$ cat src/rtl/gelato_fetch_scheduler_if.sv
// rtl/gelato_fetch_scheduler_if.sv - launch, fetch-issue and PC-update bundle for the fetch scheduler
//
// master : scheduler side (accepts launches/updates, drives the fetch slot, launch_ready, err)
// slave  : environment side (launcher, instruction fetch, decode/branch writeback)
// rdy    : global enable, driven by the environment
interface gelato_fetch_scheduler_if #(
    parameter int NUM_WARPS   = 4,
    parameter int ADDR_WIDTH  = 32,
    parameter int MASK_WIDTH  = 32,
    parameter int SPLIT_WIDTH = 4,
    parameter int WW          = $clog2(NUM_WARPS)
);
    logic                   rdy;

    logic                   launch_valid;
    logic                   launch_ready;
    logic [WW-1:0]          launch_warp;
    logic [ADDR_WIDTH-1:0]  launch_pc;
    logic [MASK_WIDTH-1:0]  launch_mask;

    logic                   fetch_valid;
    logic                   fetch_ready;
    logic [ADDR_WIDTH-1:0]  fetch_pc;
    logic [WW-1:0]          fetch_warp;
    logic [SPLIT_WIDTH-1:0] fetch_split;
    logic [MASK_WIDTH-1:0]  fetch_mask;

    logic                   upd_valid;
    logic [WW-1:0]          upd_warp;
    logic [ADDR_WIDTH-1:0]  upd_pc;
    logic [MASK_WIDTH-1:0]  upd_mask;
    logic [SPLIT_WIDTH-1:0] upd_split;
    logic                   upd_exit;

    logic                   err;

    modport master (
        input  rdy,
        input  launch_valid, launch_warp, launch_pc, launch_mask,
        output launch_ready,
        output fetch_valid, fetch_pc, fetch_warp, fetch_split, fetch_mask,
        input  fetch_ready,
        input  upd_valid, upd_warp, upd_pc, upd_mask, upd_split, upd_exit,
        output err
    );

    modport slave (
        output rdy,
        output launch_valid, launch_warp, launch_pc, launch_mask,
        input  launch_ready,
        input  fetch_valid, fetch_pc, fetch_warp, fetch_split, fetch_mask,
        output fetch_ready,
        output upd_valid, upd_warp, upd_pc, upd_mask, upd_split, upd_exit,
        input  err
    );
endinterface

$ cat src/rtl/gelato_fetch_scheduler.sv
// rtl/gelato_fetch_scheduler.sv - per-SM round-robin warp fetch scheduler
//
// clk, rst_n : clock, asynchronous active-low reset
// bus.master : rdy enable, launch handshake, registered fetch output slot,
//              PC-update pulse from decode/branch, sticky protocol err flag
module gelato_fetch_scheduler #(
    parameter int NUM_WARPS   = 4,
    parameter int ADDR_WIDTH  = 32,
    parameter int MASK_WIDTH  = 32,
    parameter int SPLIT_WIDTH = 4,
    parameter int WW          = $clog2(NUM_WARPS)
) (
    input  logic                     clk,
    input  logic                     rst_n,
    gelato_fetch_scheduler_if.master bus
);
    typedef enum logic [1:0] {W_FREE, W_READY, W_INFLIGHT} warp_state_e;

    warp_state_e            state_q [NUM_WARPS];
    warp_state_e            state_d [NUM_WARPS];
    logic [ADDR_WIDTH-1:0]  pc_q    [NUM_WARPS];
    logic [MASK_WIDTH-1:0]  mask_q  [NUM_WARPS];
    logic [SPLIT_WIDTH-1:0] split_q [NUM_WARPS];
    logic [WW-1:0]          rr_ptr_q;

    logic                   fetch_valid_q;
    logic [ADDR_WIDTH-1:0]  fetch_pc_q;
    logic [WW-1:0]          fetch_warp_q;
    logic [SPLIT_WIDTH-1:0] fetch_split_q;
    logic [MASK_WIDTH-1:0]  fetch_mask_q;
    logic                   err_q;

    logic                   launch_fire;
    logic                   load_en;
    logic                   upd_ok;
    logic                   upd_apply;
    logic                   upd_bad;
    logic                   sel_found;
    logic [WW-1:0]          sel_warp;
    logic [WW-1:0]          scan_idx;

    assign bus.launch_ready = bus.rdy && (state_q[bus.launch_warp] == W_FREE);
    assign launch_fire      = bus.launch_valid && bus.launch_ready;
    // The slot refills when empty or when its current entry is being taken.
    assign load_en          = bus.rdy && (!fetch_valid_q || bus.fetch_ready);

    // A warp still sitting in the output slot has not been fetched yet, so an
    // update for it cannot be a genuine response.
    assign upd_ok    = (state_q[bus.upd_warp] == W_INFLIGHT) &&
                       !(fetch_valid_q && (fetch_warp_q == bus.upd_warp));
    assign upd_apply = bus.rdy && bus.upd_valid && upd_ok;
    assign upd_bad   = bus.rdy && bus.upd_valid && !upd_ok;

    // Scan from rr_ptr with wrap; NUM_WARPS is a power of two so WW-bit
    // addition wraps naturally. Uses registered state, so warps made READY
    // this cycle wait until the next one.
    always_comb begin
        sel_found = 1'b0;
        sel_warp  = '0;
        scan_idx  = '0;
        for (int i = 0; i < NUM_WARPS; i++) begin
            scan_idx = rr_ptr_q + WW'(i);
            if (!sel_found && state_q[scan_idx] == W_READY) begin
                sel_found = 1'b1;
                sel_warp  = scan_idx;
            end
        end
    end

    // Launch, update and selection always target distinct warps.
    always_comb begin
        state_d = state_q;
        if (launch_fire) begin
            state_d[bus.launch_warp] = W_READY;
        end
        if (upd_apply) begin
            state_d[bus.upd_warp] = bus.upd_exit ? W_FREE : W_READY;
        end
        if (load_en && sel_found) begin
            state_d[sel_warp] = W_INFLIGHT;
        end
    end

    always_ff @(posedge clk or negedge rst_n) begin
        if (!rst_n) begin
            for (int i = 0; i < NUM_WARPS; i++) begin
                state_q[i] <= W_FREE;
                pc_q[i]    <= '0;
                mask_q[i]  <= '0;
                split_q[i] <= '0;
            end
            rr_ptr_q      <= '0;
            fetch_valid_q <= 1'b0;
            fetch_pc_q    <= '0;
            fetch_warp_q  <= '0;
            fetch_split_q <= '0;
            fetch_mask_q  <= '0;
            err_q         <= 1'b0;
        end else if (bus.rdy) begin
            state_q <= state_d;
            if (launch_fire) begin
                pc_q[bus.launch_warp]    <= bus.launch_pc;
                mask_q[bus.launch_warp]  <= bus.launch_mask;
                split_q[bus.launch_warp] <= '0;
            end
            if (upd_apply && !bus.upd_exit) begin
                pc_q[bus.upd_warp]    <= bus.upd_pc;
                mask_q[bus.upd_warp]  <= bus.upd_mask;
                split_q[bus.upd_warp] <= bus.upd_split;
            end
            if (load_en) begin
                fetch_valid_q <= sel_found;
                if (sel_found) begin
                    fetch_pc_q    <= pc_q[sel_warp];
                    fetch_warp_q  <= sel_warp;
                    fetch_split_q <= split_q[sel_warp];
                    fetch_mask_q  <= mask_q[sel_warp];
                    rr_ptr_q      <= sel_warp + 1'b1;
                end
            end
            if (upd_bad) begin
                err_q <= 1'b1;
            end
        end
    end

    assign bus.fetch_valid = fetch_valid_q;
    assign bus.fetch_pc    = fetch_pc_q;
    assign bus.fetch_warp  = fetch_warp_q;
    assign bus.fetch_split = fetch_split_q;
    assign bus.fetch_mask  = fetch_mask_q;
    assign bus.err         = err_q;
endmodule

$ cat src/flat_wrapper.sv
// flat-port wrapper written by rule: the top's interface ports become plain ports
module gelato_fetch_scheduler_flat 
#(
    parameter int NUM_WARPS   = 4,
    parameter int ADDR_WIDTH  = 32,
    parameter int MASK_WIDTH  = 32,
    parameter int SPLIT_WIDTH = 4,
    parameter int WW          = $clog2(NUM_WARPS)
)
  (clk, rst_n, bus_rdy, bus_launch_valid, bus_launch_warp, bus_launch_pc, bus_launch_mask, bus_launch_ready, bus_fetch_valid, bus_fetch_pc, bus_fetch_warp, bus_fetch_split, bus_fetch_mask, bus_fetch_ready, bus_upd_valid, bus_upd_warp, bus_upd_pc, bus_upd_mask, bus_upd_split, bus_upd_exit, bus_err);
  gelato_fetch_scheduler_if #(.NUM_WARPS(NUM_WARPS), .ADDR_WIDTH(ADDR_WIDTH), .MASK_WIDTH(MASK_WIDTH), .SPLIT_WIDTH(SPLIT_WIDTH), .WW(WW)) bus_i ();
  input  logic clk;
  input  logic rst_n;
  input wire logic [$bits(bus_i.rdy)-1:0] bus_rdy;
  input wire logic [$bits(bus_i.launch_valid)-1:0] bus_launch_valid;
  input wire logic [$bits(bus_i.launch_warp)-1:0] bus_launch_warp;
  input wire logic [$bits(bus_i.launch_pc)-1:0] bus_launch_pc;
  input wire logic [$bits(bus_i.launch_mask)-1:0] bus_launch_mask;
  output wire logic [$bits(bus_i.launch_ready)-1:0] bus_launch_ready;
  output wire logic [$bits(bus_i.fetch_valid)-1:0] bus_fetch_valid;
  output wire logic [$bits(bus_i.fetch_pc)-1:0] bus_fetch_pc;
  output wire logic [$bits(bus_i.fetch_warp)-1:0] bus_fetch_warp;
  output wire logic [$bits(bus_i.fetch_split)-1:0] bus_fetch_split;
  output wire logic [$bits(bus_i.fetch_mask)-1:0] bus_fetch_mask;
  input wire logic [$bits(bus_i.fetch_ready)-1:0] bus_fetch_ready;
  input wire logic [$bits(bus_i.upd_valid)-1:0] bus_upd_valid;
  input wire logic [$bits(bus_i.upd_warp)-1:0] bus_upd_warp;
  input wire logic [$bits(bus_i.upd_pc)-1:0] bus_upd_pc;
  input wire logic [$bits(bus_i.upd_mask)-1:0] bus_upd_mask;
  input wire logic [$bits(bus_i.upd_split)-1:0] bus_upd_split;
  input wire logic [$bits(bus_i.upd_exit)-1:0] bus_upd_exit;
  output wire logic [$bits(bus_i.err)-1:0] bus_err;
  assign bus_i.rdy = bus_rdy;
  assign bus_i.launch_valid = bus_launch_valid;
  assign bus_i.launch_warp = bus_launch_warp;
  assign bus_i.launch_pc = bus_launch_pc;
  assign bus_i.launch_mask = bus_launch_mask;
  assign bus_launch_ready = bus_i.launch_ready;
  assign bus_fetch_valid = bus_i.fetch_valid;
  assign bus_fetch_pc = bus_i.fetch_pc;
  assign bus_fetch_warp = bus_i.fetch_warp;
  assign bus_fetch_split = bus_i.fetch_split;
  assign bus_fetch_mask = bus_i.fetch_mask;
  assign bus_i.fetch_ready = bus_fetch_ready;
  assign bus_i.upd_valid = bus_upd_valid;
  assign bus_i.upd_warp = bus_upd_warp;
  assign bus_i.upd_pc = bus_upd_pc;
  assign bus_i.upd_mask = bus_upd_mask;
  assign bus_i.upd_split = bus_upd_split;
  assign bus_i.upd_exit = bus_upd_exit;
  assign bus_err = bus_i.err;
  gelato_fetch_scheduler #(.NUM_WARPS(NUM_WARPS), .ADDR_WIDTH(ADDR_WIDTH), .MASK_WIDTH(MASK_WIDTH), .SPLIT_WIDTH(SPLIT_WIDTH), .WW(WW)) u_core (.clk(clk), .rst_n(rst_n), .bus(bus_i));
endmodule
$ cat config.mk
export PLATFORM = sky130hd
export DESIGN_NAME = gelato_fetch_scheduler_flat
export DESIGN_NICKNAME = d
export VERILOG_FILES = /design/src/rtl/gelato_fetch_scheduler_if.sv /design/src/rtl/gelato_fetch_scheduler.sv /design/src/flat_wrapper.sv
export SDC_FILE = /design/constraint.sdc
export NUM_CORES = 1
export LEC_CHECK = 0
export ABC_AREA = 0
export CAP_MARGIN = 20
export CELL_PAD_IN_SITES_DETAIL_PLACEMENT = 0
export CELL_PAD_IN_SITES_GLOBAL_PLACEMENT = 2
export CORE_MARGIN = 2
export CORE_UTILIZATION = 35
export DETAILED_ROUTE_END_ITERATION = 10
export PLACE_DENSITY = 0.8
export SETUP_SLACK_MARGIN = 0.02
export SYNTH_ARGS = -nofsm -noshare
export SYNTH_HDL_FRONTEND = slang
export SYNTH_SLANG_ARGS = --single-unit
$ cat constraint.sdc
create_clock -name clk -period 3 [get_ports clk]
set_input_delay 0.75 -clock clk [delete_from_list [all_inputs] [get_ports clk]]
set_output_delay 0.75 -clock clk [all_outputs]
set_load 0.02 [all_outputs]
-- Word level (Yosys, flattened, before mapping)
Index checks and enable logic that the tools add are counted.
- logic and storage cells: 154
- register bits: 354
- order comparisons: 10
- reduce and logical (&&, ||, !) cells: 28
- equality and inequality tests: 6
- bitwise gates (word level): 15
- mux-type cells: 68
- add/sub/neg operators: 4
- operators by type and width (operator ; count):
    two-way mux 128 bit ; 6
    bitwise mux 128 bit ; 4
    two-way mux 32 bit ; 6
    binary-select mux 32 bit (select 2 bit) ; 2
    demux 32 bit (select 2 bit) ; 2
    two-way mux 16 bit ; 3
    two-way mux 2 bit ; 19
    binary-select mux 2 bit (select 2 bit) ; 6
    two-way mux 8 bit ; 3
    greater-or-equal comparator 3 bit, second input constant ; 7
    NOT 2 -> 3 bit ; 7
    bitwise AND 16 bit ; 1
    bitwise mux 16 bit ; 1
    demux 4 bit (select 2 bit) ; 2
    logical AND 1 bit ; 16
    two-way mux 4 bit ; 4
    NOT 16 bit ; 1
    demux 2 bit (select 2 bit) ; 3
    < comparator 3 x 1 -> 1 bit, second input constant ; 3
    bitwise AND 4 bit ; 2
    binary-select mux 4 bit (select 2 bit) ; 1
    bitwise mux 8 bit ; 1
    == test 2 x 1 -> 1 bit, second input constant ; 4
    NOT 4 bit ; 2
    11 further kinds ; 25

-- Logic depth before layout (Yosys ltp)
Gate-level depths: netlist of the first run.
- depth in word-level cells: 23
- mapped depth: 9

-- Least setup slack after synthesis of the first run
OpenSTA, ideal clock, no wires.
- path type: input to register
- start: input bus_upd_warp[1]
- end: register u_core.mask_q[32] (netlist name)
- data required time: 2922 ps
- stages on the path: 8
- path buffers: 3
- arrival: 2756 ps
- path slack: 167 ps
- setup time: 78 ps
- cell sequence: buf_2 mux4_2 a311oi_4 nand4_4 and2_1 buf_4 buf_6 a21oi_1
- longest elaborated chain between the ends: 9
- elaborated cells between the ends (all ways): 18
- ends and longest elaborated chain (element ; RTL line ; text):
    start, declared ; flat_wrapper.sv:27 ; input wire logic [$bits(bus_i.upd_warp)-1:0] bus_upd_warp;
    NOT 2 -> 3 bit (not written as such) ; gelato_fetch_scheduler.sv:49, gelato_fetch_scheduler.sv:108 ;
    binary-select mux 2 bit (select 2 bit) ; gelato_fetch_scheduler.sv:49 ; assign upd_ok = (state_q[bus.upd_warp] == W_INFLIGHT) &&
    two-way mux 2 bit (not written as such) (2 in series) ; gelato_fetch_scheduler.sv:49 ;
    == test 2 bit ; gelato_fetch_scheduler.sv:49 ;
    logical AND 1 bit ; gelato_fetch_scheduler.sv:49 ;
    logical AND 1 bit ; gelato_fetch_scheduler.sv:51 ; assign upd_apply = bus.rdy && bus.upd_valid && upd_ok;
    logical AND 1 bit ; gelato_fetch_scheduler.sv:106 ; if (upd_apply && !bus.upd_exit) begin
    two-way mux 128 bit * ; gelato_fetch_scheduler.sv:106 ;
    end signal, assigned by index ; gelato_fetch_scheduler.sv:103 ; mask_q[bus.launch_warp] <= bus.launch_mask;
    end signal, assigned by index ; gelato_fetch_scheduler.sv:108 ; mask_q[bus.upd_warp] <= bus.upd_mask;
    end, declared ; gelato_fetch_scheduler.sv:22 ; logic [MASK_WIDTH-1:0] mask_q [NUM_WARPS];
Mark *: on every way between the ends. The rest lies on a longest branch, timed or not. The select of a mux whose other input is x is not followed.
A chain may end at the register's enable or synchronous reset.

-- Worst setup path in the final report of the first run
- start: input bus_launch_warp[0]
- end: output bus_launch_ready
- longest elaborated chain between the ends: 6
- ends and longest elaborated chain (element ; RTL line ; text):
    start, declared ; flat_wrapper.sv:16 ; input wire logic [$bits(bus_i.launch_warp)-1:0] bus_launch_warp;
    NOT 2 -> 3 bit (not written as such) ; gelato_fetch_scheduler.sv:42 ; assign bus.launch_ready = bus.rdy && (state_q[bus.launch_warp] == W_FREE);
    binary-select mux 2 bit (select 2 bit) ; gelato_fetch_scheduler.sv:42 ;
    two-way mux 2 bit (not written as such) (2 in series) ; gelato_fetch_scheduler.sv:42 ;
    zero test 2 bit ; gelato_fetch_scheduler.sv:42 ;
    logical AND 1 bit ; gelato_fetch_scheduler.sv:42 ;
    end, declared ; flat_wrapper.sv:19 ; output wire logic [$bits(bus_i.launch_ready)-1:0] bus_launch_ready;
Every way passes these cells. The select of a mux whose other input is x is not followed.

==> metrics.yaml, run 1 <==
clock_network:
  clock_path_buffers: 3
  cts_sinks: 354
  clk_pin_slew_ps: 60
  cts_buffers: 43
  cts_setup_buffers: 0
  clock_latency_ps: 570
  h-tree-depth: 2
  clk_root_buffer_cell: "clkbuf_16"
  cts_tree: "built"
placed_design:
  gp_congestion: 0.835
  port_buffers: 215
  place_hpwl_mm: 34.7
  pre_cts_ws_ps: -652
logic_synthesis:
  synthTopCellsByArea: "dfrtp_1 55%, mux2i_1 8.4%, nand2_1 7.9%, a22oi_1 5.9%, o22ai_1 4.9%"
  async_flop_share_pct: 100
  synth_cell_type_count: 45
  synth_seq_cells: 354
  syn_area_sq_mm: 0.0162
  synth_ff_type: "dfrtp_1"
  syn_nets: 1792
  synth_top_area_share_pct: 54.7
  seq_area_frac_synth_pct: 54.7
  yosysTopAreaCell: "dfrtp_1"
  avgSynthCellArea_sq_um: 9.83
  yosys_warnings: 0
  netlist_instances: 1649
  synth_edf_count: 0
cells_and_area:
  final_layout_size_suffix_gt1_share_pct: 8.59
  n_antenna_cell: 0
  fill_cells: 4335
  fin_util_pct: 46.1
  syn_to_final_growth_pct: 29.5
  nets: 2008
routing:
  drt_wl_total_mm: 56.5
  postRouteAntennaNets: 0
  drtPass1Iterations: 8
  drcViolationCount: 0
  drt_iter0_drc: 1213
  detailroute.via_count: 13900
  viasPerCell: 5.59
  wl_per_cell_um: 22.7
global_route:
  grt_pass1_vias: 14100
  antenna_found_initial: 4
  grt_usage_pct: 23.7
  overflow: 0
  grt_max_degree: 60
  grt_pass1_wl_mm: 86.8
floorplanning:
  core_sq_mm: 0.0456
  die_h_um: 219
  die-area_sq_mm: 0.0480
  die_x_um: 219
  std_cell_rows: 78
  initial_utilization_pct: 35.6
  io-pin-count: 216
setup_path:
  worstSetupPathType: "in2out"
  cp_slowest_cell: "clkdlybuf4s50_1"
  critPathMostFrequentCell: "buf_4"
  rrSetupSlack_ps: 520
  worstPathArrival_ps: 2170
  startpoint_type: "primary input"
  path_cells: "clkdlybuf4s50_1 > buf_4 > nor3_1 > o21ai_1 > a21boi_2 > buf_4 > buf_2"
  end_kind: "output pin"
  reg2regPathDepth: 6
  required_ps: 2250
  critPathMaxFanout: 3
  r2r_start: "u_core.state_q[6]$_DFFE_PN0P_"
  crit_cells: 7
  cpPeakStageDelay_ps: 440
  r2r_end: "u_core.bus.fetch_pc[2]$_DFFE_PN0P_"
  critPathTopFamily: "buffers and inverters"
  timing.critical_path.buf_inv: 4
timing:
  fin_ws_ps: 82.2
  tightest_slew_ps: 564
  finalCriticalPeriod_ps: 2920
  maxSlewViolCount: 0
  grt_setup_unrepaired: "false"
  finalSetupViolCount: 0
  slew_headroom_pct: 62.1
  hold_viol: 0
  max_freq_ghz: 0.343
  clock-skew-final_ps: 19.0
  min_period_over_period_pct: 97.3
pwr:
  power.density_mw_per_mm2: 1010
  total_leakage_power_nw: 9.56
  vdd_drop_max_mv: 0.539
status:
  status: "finished, final reports clean"
flow_run:
  maxCapViolations: 0
worst_hold_path:
  hold_path_class: "in2async"
kinds of logic (layout without fill, tap and decap cells):
logic type | Yosys count | count (layout) | share of synthesized area, %
mux | 138 | 138 | 8.68
simple gates | 521 | 521 | 12.8
xor+xnor | 3 | 3 | 0.162
compound gates | 436 | 436 | 18.6
flops | 354 | 354 | 54.7
buf+inv | 197 | 435 | 5.07
worst max-delay path by stage:
stage / start / to / slack, ps
after floorplan: bus_upd_warp[1] / u_core.mask_q[32]$_DFFE_PN0P_ / 170
final: bus_launch_warp[0] / bus_launch_ready / 80
after global routing: bus_launch_warp[0] / bus_launch_ready / 30
after CTS: bus_launch_warp[0] / bus_launch_ready / 80
after detailed placement: bus_launch_warp[0] / bus_launch_ready / -650
after global placement: bus_launch_warp[0] / bus_launch_ready / -630
state kept, by name (all words and copies together) (netlist names):
register,count
u_core.bus.fetch_valid,1
u_core.bus.fetch_warp,2
u_core.bus.err,1
u_core.rr_ptr_q,2
u_core.split_q,16
u_core.pc_q,128
u_core.state_q,8
u_core.bus.fetch_pc,32
u_core.bus.fetch_mask,32
u_core.bus.fetch_split,4
u_core.mask_q,128
metrics by stage:
step / cell area [sq um] / setup TNS (ps) / hold slack, ps / cells / power, mW
CTS: 21000 / 0 / 123 / 2487 / 21.4
global route: 21000 / 0 / 155 / 2487 / 22.6
global placement: 19800 / -28530 / 456 / 2420 / 16.4
detailed placement: 19800 / -33780 / 461 / 2420 / 16.6
finish: 21000 / 0 / 122 / 2487 / 21.2
floorplan: 16200 / 0 / 445 / 1649 / 13.3
cell usage after synthesis (4+ instances only):
cell / number
a21oi_1: 65
a22oi_1: 128
buf_1: 5
buf_2: 33
buf_6: 5
clkbuf_1: 83
dfrtp_1: 354
inv_1: 70
mux2i_1: 136
nand2_1: 341
nand3_1: 20
nor2_1: 132
nor2b_1: 4
nor3_1: 5
o21ai_0: 21
o221ai_1: 68
o22ai_1: 128
o41ai_1: 4
metal layers:
| layer | track usage (%) | part of all wire [%] | vias up |
|---|---|---|---|
| met5 | 0 | 0.074 | - |
| met4 | 6.55 | 2.2 | 8 |
| met3 | 4.32 | 6.5 | 86 |
| met2 | 37.2 | 46 | 503 |
| met1 | 33.5 | 45 | 7002 |
| li1 | - | - | 6314 |
power breakdown:
part	switching, mW	internal, mW
combinational	4.55	3.72
sequential	1.26	6.95
clock	1.99	2.74
layout by cell type (no fill, tap or decap), types with 2 or more instances in the layout:
master | synthesis | layout
inv_1 | 70 | 70
clkinv_2 | 0 | 3
o21ai_0 | 21 | 20
o41ai_1 | 4 | 4
a22oi_1 | 128 | 128
nor4b_2 | 0 | 2
nor2b_1 | 4 | 4
nor2_1 | 132 | 132
clkbuf_8 | 0 | 5
a21oi_1 | 65 | 65
nand2b_1 | 3 | 3
o21a_1 | 2 | 2
xnor2_1 | 3 | 3
mux2i_1 | 136 | 136
buf_4 | 1 | 46
and2_4 | 0 | 2
nand3b_1 | 2 | 2
dfrtp_1 | 354 | 354
nand3_1 | 20 | 19
clkdlybuf4s50_1 | 0 | 213
o32a_1 | 3 | 3
o31ai_1 | 3 | 3
mux4_2 | 2 | 2
o221ai_1 | 68 | 68
nand2_1 | 341 | 338
a31oi_4 | 0 | 2
and3_4 | 0 | 2
o22ai_1 | 128 | 128
clkbuf_1 | 83 | 15
nor3_1 | 5 | 4
nand2_4 | 0 | 3
clkbuf_16 | 0 | 43
buf_12 | 0 | 37
final cells by class:
| cell class | count | area (sq um) | share of cell area, % |
|---|---|---|---|
| Multi-Input combinational cell | 1098 | 6660 | 31.7 |
| Inverter | 70 | 263 | 1.25 |
| Sequential cell | 354 | 8860 | 42.2 |
| Tap cell | 600 | 751 | 3.58 |
| Clock buffer | 63 | 1200 | 5.72 |
| Clock inverter | 4 | 23.8 | 0.113 |
| Timing Repair Buffer | 298 | 3240 | 15.4 |
timing repair:
item | CTS | global route
cloned | 0 | 0
gates resized for setup | 8 | 1
hold buffers | 0 | 0
endpoints found under the setup margin | 1 | 1
pin swaps | 1 | 1
Power figures use the tool's default switching activity.
==> run 2, diff against run 1 <==
Settings changed: CORE_MARGIN 2 to 4.
==> metrics.yaml, run 2 (synthesis results as in run 1) <==
status:
  status: "finished, final reports clean"
clock_network:
  clock_latency_ps: 570  # about the same
  clock_path_buffers: 3  # unchanged
  clk_root_buffer_cell: "clkbuf_16"
  h-tree-depth: 2  # unchanged
  ctsHoldBuffers: 0  # unchanged
  cts_buffers: 42  # -2.3%
  cts_sinks: 354  # unchanged
  clk_pin_slew_ps: 50  # about the same
  cts_tree: "built"
timing:
  finalSetupViolCount: 0  # unchanged
  hold_viol: 0  # unchanged
  tightest_slew_ps: 572  # +7.93 ps
  min_period_over_period_pct: 95.5  # -1.8 points
  slew_headroom_pct: 61.6  # -0.53 points
  max_freq_ghz: 0.349  # +1.8%
  finalCriticalPeriod_ps: 2870  # -52.5 ps
  grt_setup_unrepaired: "false"
  fin_setup_tns_ps: 0  # unchanged
  maxSlewViolCount: 0  # unchanged
  clock-skew-final_ps: 20.5  # +1.44 ps
setup_path:
  critPathMostFrequentCell: "buf_4"
  worstPathArrival_ps: 2120  # -50 ps
  startpoint_type: "primary input"
  end_kind: "output pin"
  reg2regPathDepth: 6  # unchanged
  cp_slowest_cell: "clkdlybuf4s50_1"
  path_cells: "clkdlybuf4s50_1 > buf_4 > nor3_2 > o21bai_1 > a21boi_1 > buf_4 > clkdlybuf4s15_2"
  critPathTopFamily: "buffers and inverters"
  r2r_start: "u_core.state_q[7]$_DFFE_PN0P_"
  r2r_end: "u_core.bus.fetch_mask[4]$_DFFE_PN0P_"
  timing.critical_path.buf_inv: 4  # unchanged
  rrSetupSlack_ps: 520  # about the same
  worstSetupPathType: "in2out"
  crit_start: "bus_launch_warp[0]"
  required_ps: 2250  # about the same
  critPathMaxFanout: 3  # unchanged
  cpPeakStageDelay_ps: 440  # about the same
pwr:
  power.total_mw: 21.8  # +2.8%
  vdd_drop_max_mv: 0.462  # -14%
  total_leakage_power_nw: 9.67  # +1.1%
  power.density_mw_per_mm2: 1030  # +1.8%
global_route:
  grt_usage_pct: 22.4  # -1.2 points
  grt_pass1_wl_mm: 87.4  # +0.72%
  grt_max_degree: 76  # +27%
  antenna_found_initial: 3  # -1
  grt_pass1_vias: 14200  # +0.17%
  overflow: 0  # unchanged
floorplanning:
  io-pin-count: 216  # unchanged
  die_x_um: 223  # +1.8%
  std_cell_rows: 78  # unchanged
  initial_utilization_pct: 35.6  # unchanged
  die_h_um: 223  # +1.8%
  die-area_sq_mm: 0.0498  # +3.7%
  core_sq_mm: 0.0456  # unchanged
routing:
  postRouteAntennaNets: 0  # unchanged
  drt_wl_total_mm: 57.4  # +1.5%
  detailroute.via_count: 13800  # -0.85%
  drt_iter0_drc: 1005  # -17%
  viasPerCell: 5.52  # -1.3%
  wl_per_cell_um: 23.0  # +1.1%
  drcViolationCount: 0  # unchanged
  drtPass1Iterations: 9  # +1
cells_and_area:
  final_layout_size_suffix_gt1_share_pct: 9.27  # +0.68 points
  reg_top3: "u_core.mask_q: 128 flops, u_core.pc_q: 128 flops"
  stdcell_area_sq_mm: 0.0212  # +0.96%
  final_common_cell: "dfrtp_1"
  nets: 2011  # +0.15%
  n_antenna_cell: 0  # unchanged
  fin_cells: 2499  # +0.48%
  syn_to_final_growth_pct: 30.7
  final_cell_mix: "354 x dfrtp_1, 338 x nand2_1, 213 x clkdlybuf4s50_1"
placed_design:
  port_buffers: 215  # unchanged
  gp_congestion: 0.806  # -3.6%
  placed_area_sq_mm: 0.0198  # +0.15%
  place_inst: 2424  # +0.17%
  place_hpwl_mm: 35.5  # +2.1%
worst_hold_path:
  hold_path_class: "in2async"
flow_run:
  maxCapViolations: 0  # unchanged
==> run 2: per-stage QoR <==
stage	util (%)	setup slack, ps	hold WS [ps]
floorplan	-	167	445
detailed placement	43.4	-312	462
CTS	46.5	31.6	140
global placement	43.4	-339	456
finish	46.5	135	146
global route	46.5	31.9	162
==> run 2: worst max path at each step <==
stage / to / slack, ps / depth (start not counted)
after global routing: bus_launch_ready / 30 / 7
after floorplan: u_core.mask_q[32]$_DFFE_PN0P_ / 170 / 8
after detailed placement: bus_launch_ready / -310 / 7
final: bus_launch_ready / 130 / 7
after global placement: bus_launch_ready / -340 / 7
after CTS: bus_launch_ready / 30 / 6
==> run 2: routing by layer <==
metal,wire (um),vias up,share of wire [%],track usage (%)
met4,1100,6,1.9,5.77
met2,27100,435,47,36.4
met5,32,-,0.056,0
met3,3760,76,6.5,4.67
met1,25500,6968,44,30.9
li1,-,6310,-,-
==> run 2: area by class of cell <==
class	count	area, sq um
Sequential cell	354	8860
Fill cell	4286	24400
Multi-Input combinational cell	1098	6650
Inverter	70	263
Clock buffer	66	1290
Clock inverter	9	98.8
Timing Repair Buffer	302	3270
Tap cell	600	751
==> run 2: power breakdown <==
group | leakage (nW) | internal (mW) | switching (mW)
sequential | 4.29 | 6.95 | 1.29
clock | 0.689 | 3.13 | 2.04
combinational | 4.69 | 3.82 | 4.57
==> run 2: timing repair <==
action / 4_1_cts / 5_1_grt
hold endpoints to repair: 0 / 0
setup buffers: 0 / 0
resized for setup: 4 / 3
endpoints found under the setup margin: 1 / 1
==> run 3, diff against run 2 <==
Settings changed: CORE_UTILIZATION 35 to 40, DONT_BUFFER_PORTS set to 1, PLACE_DENSITY 0.8 to 0.79.
==> metrics.yaml, run 3 (synthesis results as in run 1) <==
cells_and_area:
  final_cell_mix: "354 x dfrtp_1, 338 x nand2_1, 136 x mux2i_1"
  reg_top3: "u_core.mask_q: 128 flops, u_core.pc_q: 128 flops"
  final_layout_size_suffix_gt1_share_pct: 6.99  # -2.3 points
  stdcell_area_sq_mm: 0.0182  # -14%
  final_common_cell: "dfrtp_1"
  nets: 1748  # -13%
  syn_to_final_growth_pct: 12.3
  fin_cells: 2158  # -14%
  fin_util_pct: 45.6  # -0.88 points
  fill_cells: 3794  # -11%
routing:
  drcViolationCount: 0  # unchanged
  wl_per_cell_um: 24.8  # +8.0%
  detailroute.via_count: 12800  # -7.0%
  postRouteAntennaNets: 0  # unchanged
  drt_wl_total_mm: 53.6  # -6.7%
  viasPerCell: 5.94  # +7.6%
  drtPass1Iterations: 5  # -4
  drt_iter0_drc: 1055  # +5.0%
timing:
  slew_headroom_pct: 29.2  # -32 points
  fin_ws_ps: 360  # +225 ps
  max_freq_ghz: 0.379  # +8.5%
  finalSetupViolCount: 0  # unchanged
  fin_setup_tns_ps: 0  # unchanged
  fin_hold_ws_ps: -102  # -248 ps
  min_period_over_period_pct: 88.0  # -7.5 points
  tightest_slew_ps: 1060  # +490 ps
  clock-skew-final_ps: 14.6  # -5.86 ps
  finalCriticalPeriod_ps: 2640  # -225 ps
  grt_setup_unrepaired: "false"
  hold_viol: 129  # +129
  maxSlewViolCount: 0  # unchanged
global_route:
  grt_max_degree: 355  # +370%
  antenna_found_initial: 2  # -1
  grt_pass1_wl_mm: 81.7  # -6.5%
  overflow: 0  # unchanged
  grt_pass1_vias: 12800  # -9.2%
  grt_usage_pct: 23.9  # +1.5 points
worst_hold_path:
  hold_path_class: "in2async"
floorplanning:
  core_sq_mm: 0.0399  # -12%
  io-pin-count: 216  # unchanged
  die_x_um: 209  # -6.2%
  die_h_um: 209  # -6.2%
  initial_utilization_pct: 40.6  # +5.0 points
  std_cell_rows: 73  # -6.4%
  die-area_sq_mm: 0.0438  # -12%
placed_design:
  gp_congestion: 0.785  # -2.6%
  pre_cts_ws_ps: 182  # +495 ps
  placed_area_sq_mm: 0.0170  # -14%
  place_hpwl_mm: 30.9  # -13%
  port_buffers: 0  # -100%
  place_inst: 2087  # -14%
clock_network:
  cts_setup_buffers: 0  # unchanged
  clk_pin_slew_ps: 60  # about the same
  cts_tree: "built"
  clk_root_buffer_cell: "clkbuf_16"
  clock_latency_ps: 550  # -20 ps
  cts_resized: 0  # -4
  clock_path_buffers: 3  # unchanged
  cts_buffers: 41  # -2.4%
  h-tree-depth: 2  # unchanged
  cts_sinks: 354  # unchanged
status:
  status: "complete, but fails checks"
  violations: "negative hold slack"
pwr:
  vdd_drop_max_mv: 0.479  # +3.6%
  total_leakage_power_nw: 8.44  # -13%
  power.density_mw_per_mm2: 1100  # +6.8%
  power.total_mw: 20.0  # -8.2%
setup_path:
  worstPathArrival_ps: 1890  # -230 ps
  critPathMaxFanout: 6  # +3
  end_kind: "output pin"
  worstSetupPathType: "reg2out"
  startpoint_type: "flip-flop"
  required_ps: 2250  # about the same
flow_run:
  maxCapViolations: 0  # unchanged
[run 3: cell types whose count changed in the layout (fill, tap and decap cells not counted), sizes merged]
cell,before,now
buf,88,40
bufinv,2,0
clkdlybuf4s15,1,0
clkdlybuf4s50,213,0
clkinv,7,3
diode,0,2
[run 3: metal layers]
metal | GRT usage, % | routed length, um
met1 | 33.9 | 23700
met2 | 37.2 | 24600
met3 | 6.20 | 4300
met4 | 5.49 | 920
met5 | 0 | 0
[run 3: cell type report]
type	instances	area [sq um]	share of cell area (%)
clock inverters	3	15.0	0.0825
well taps	525	657	3.61
clock buffers	66	1200	6.59
multi-input cells	1098	6640	36.4
diodes	2	5.00	0.0275
repair buffers	40	576	3.16
inverters	70	263	1.44
flip-flops and latches	354	8860	48.6
[run 3: power by group]
group / total [mW] / internal, mW / leakage [nW] / switching, mW
sequential: 8.84 / 6.96 / 4.29 / 1.87
combinational: 6.50 / 2.86 / 3.55 / 3.64
clock: 4.66 / 2.71 / 0.595 / 1.95
total: 20.0 / 12.5 / 8.44 / 7.47
[run 3: worst paths after layout]
check / from / end / slack, ps / cells after the start
max: u_core.state_q[5]$_DFFE_PN0P_ / bus_launch_ready / 360 / 5
min: rst_n / u_core.bus.fetch_pc[5]$_DFFE_PN0P_ / -100 / 0
max in group asynchronous: rst_n / u_core.mask_q[35]$_DFFE_PN0P_ / 2560 / 0
max reg2reg: u_core.state_q[3]$_DFFE_PN0P_ / u_core.bus.fetch_mask[29]$_DFFE_PN0P_ / 410 / 6
min in group clk: bus_upd_pc[27] / u_core.pc_q[123]$_DFFE_PN0P_ / 330 / 2
min reg2reg: u_core.pc_q[115]$_DFFE_PN0P_ / u_core.pc_q[115]$_DFFE_PN0P_ / 470 / 2
[run 3: critical path, stage by stage (launching register included)]
cell and delay, ps:
dfrtp_1 410, buf_4 180, nor3b_1 240, o21bai_1 140, a21boi_0 190, buf_4 200
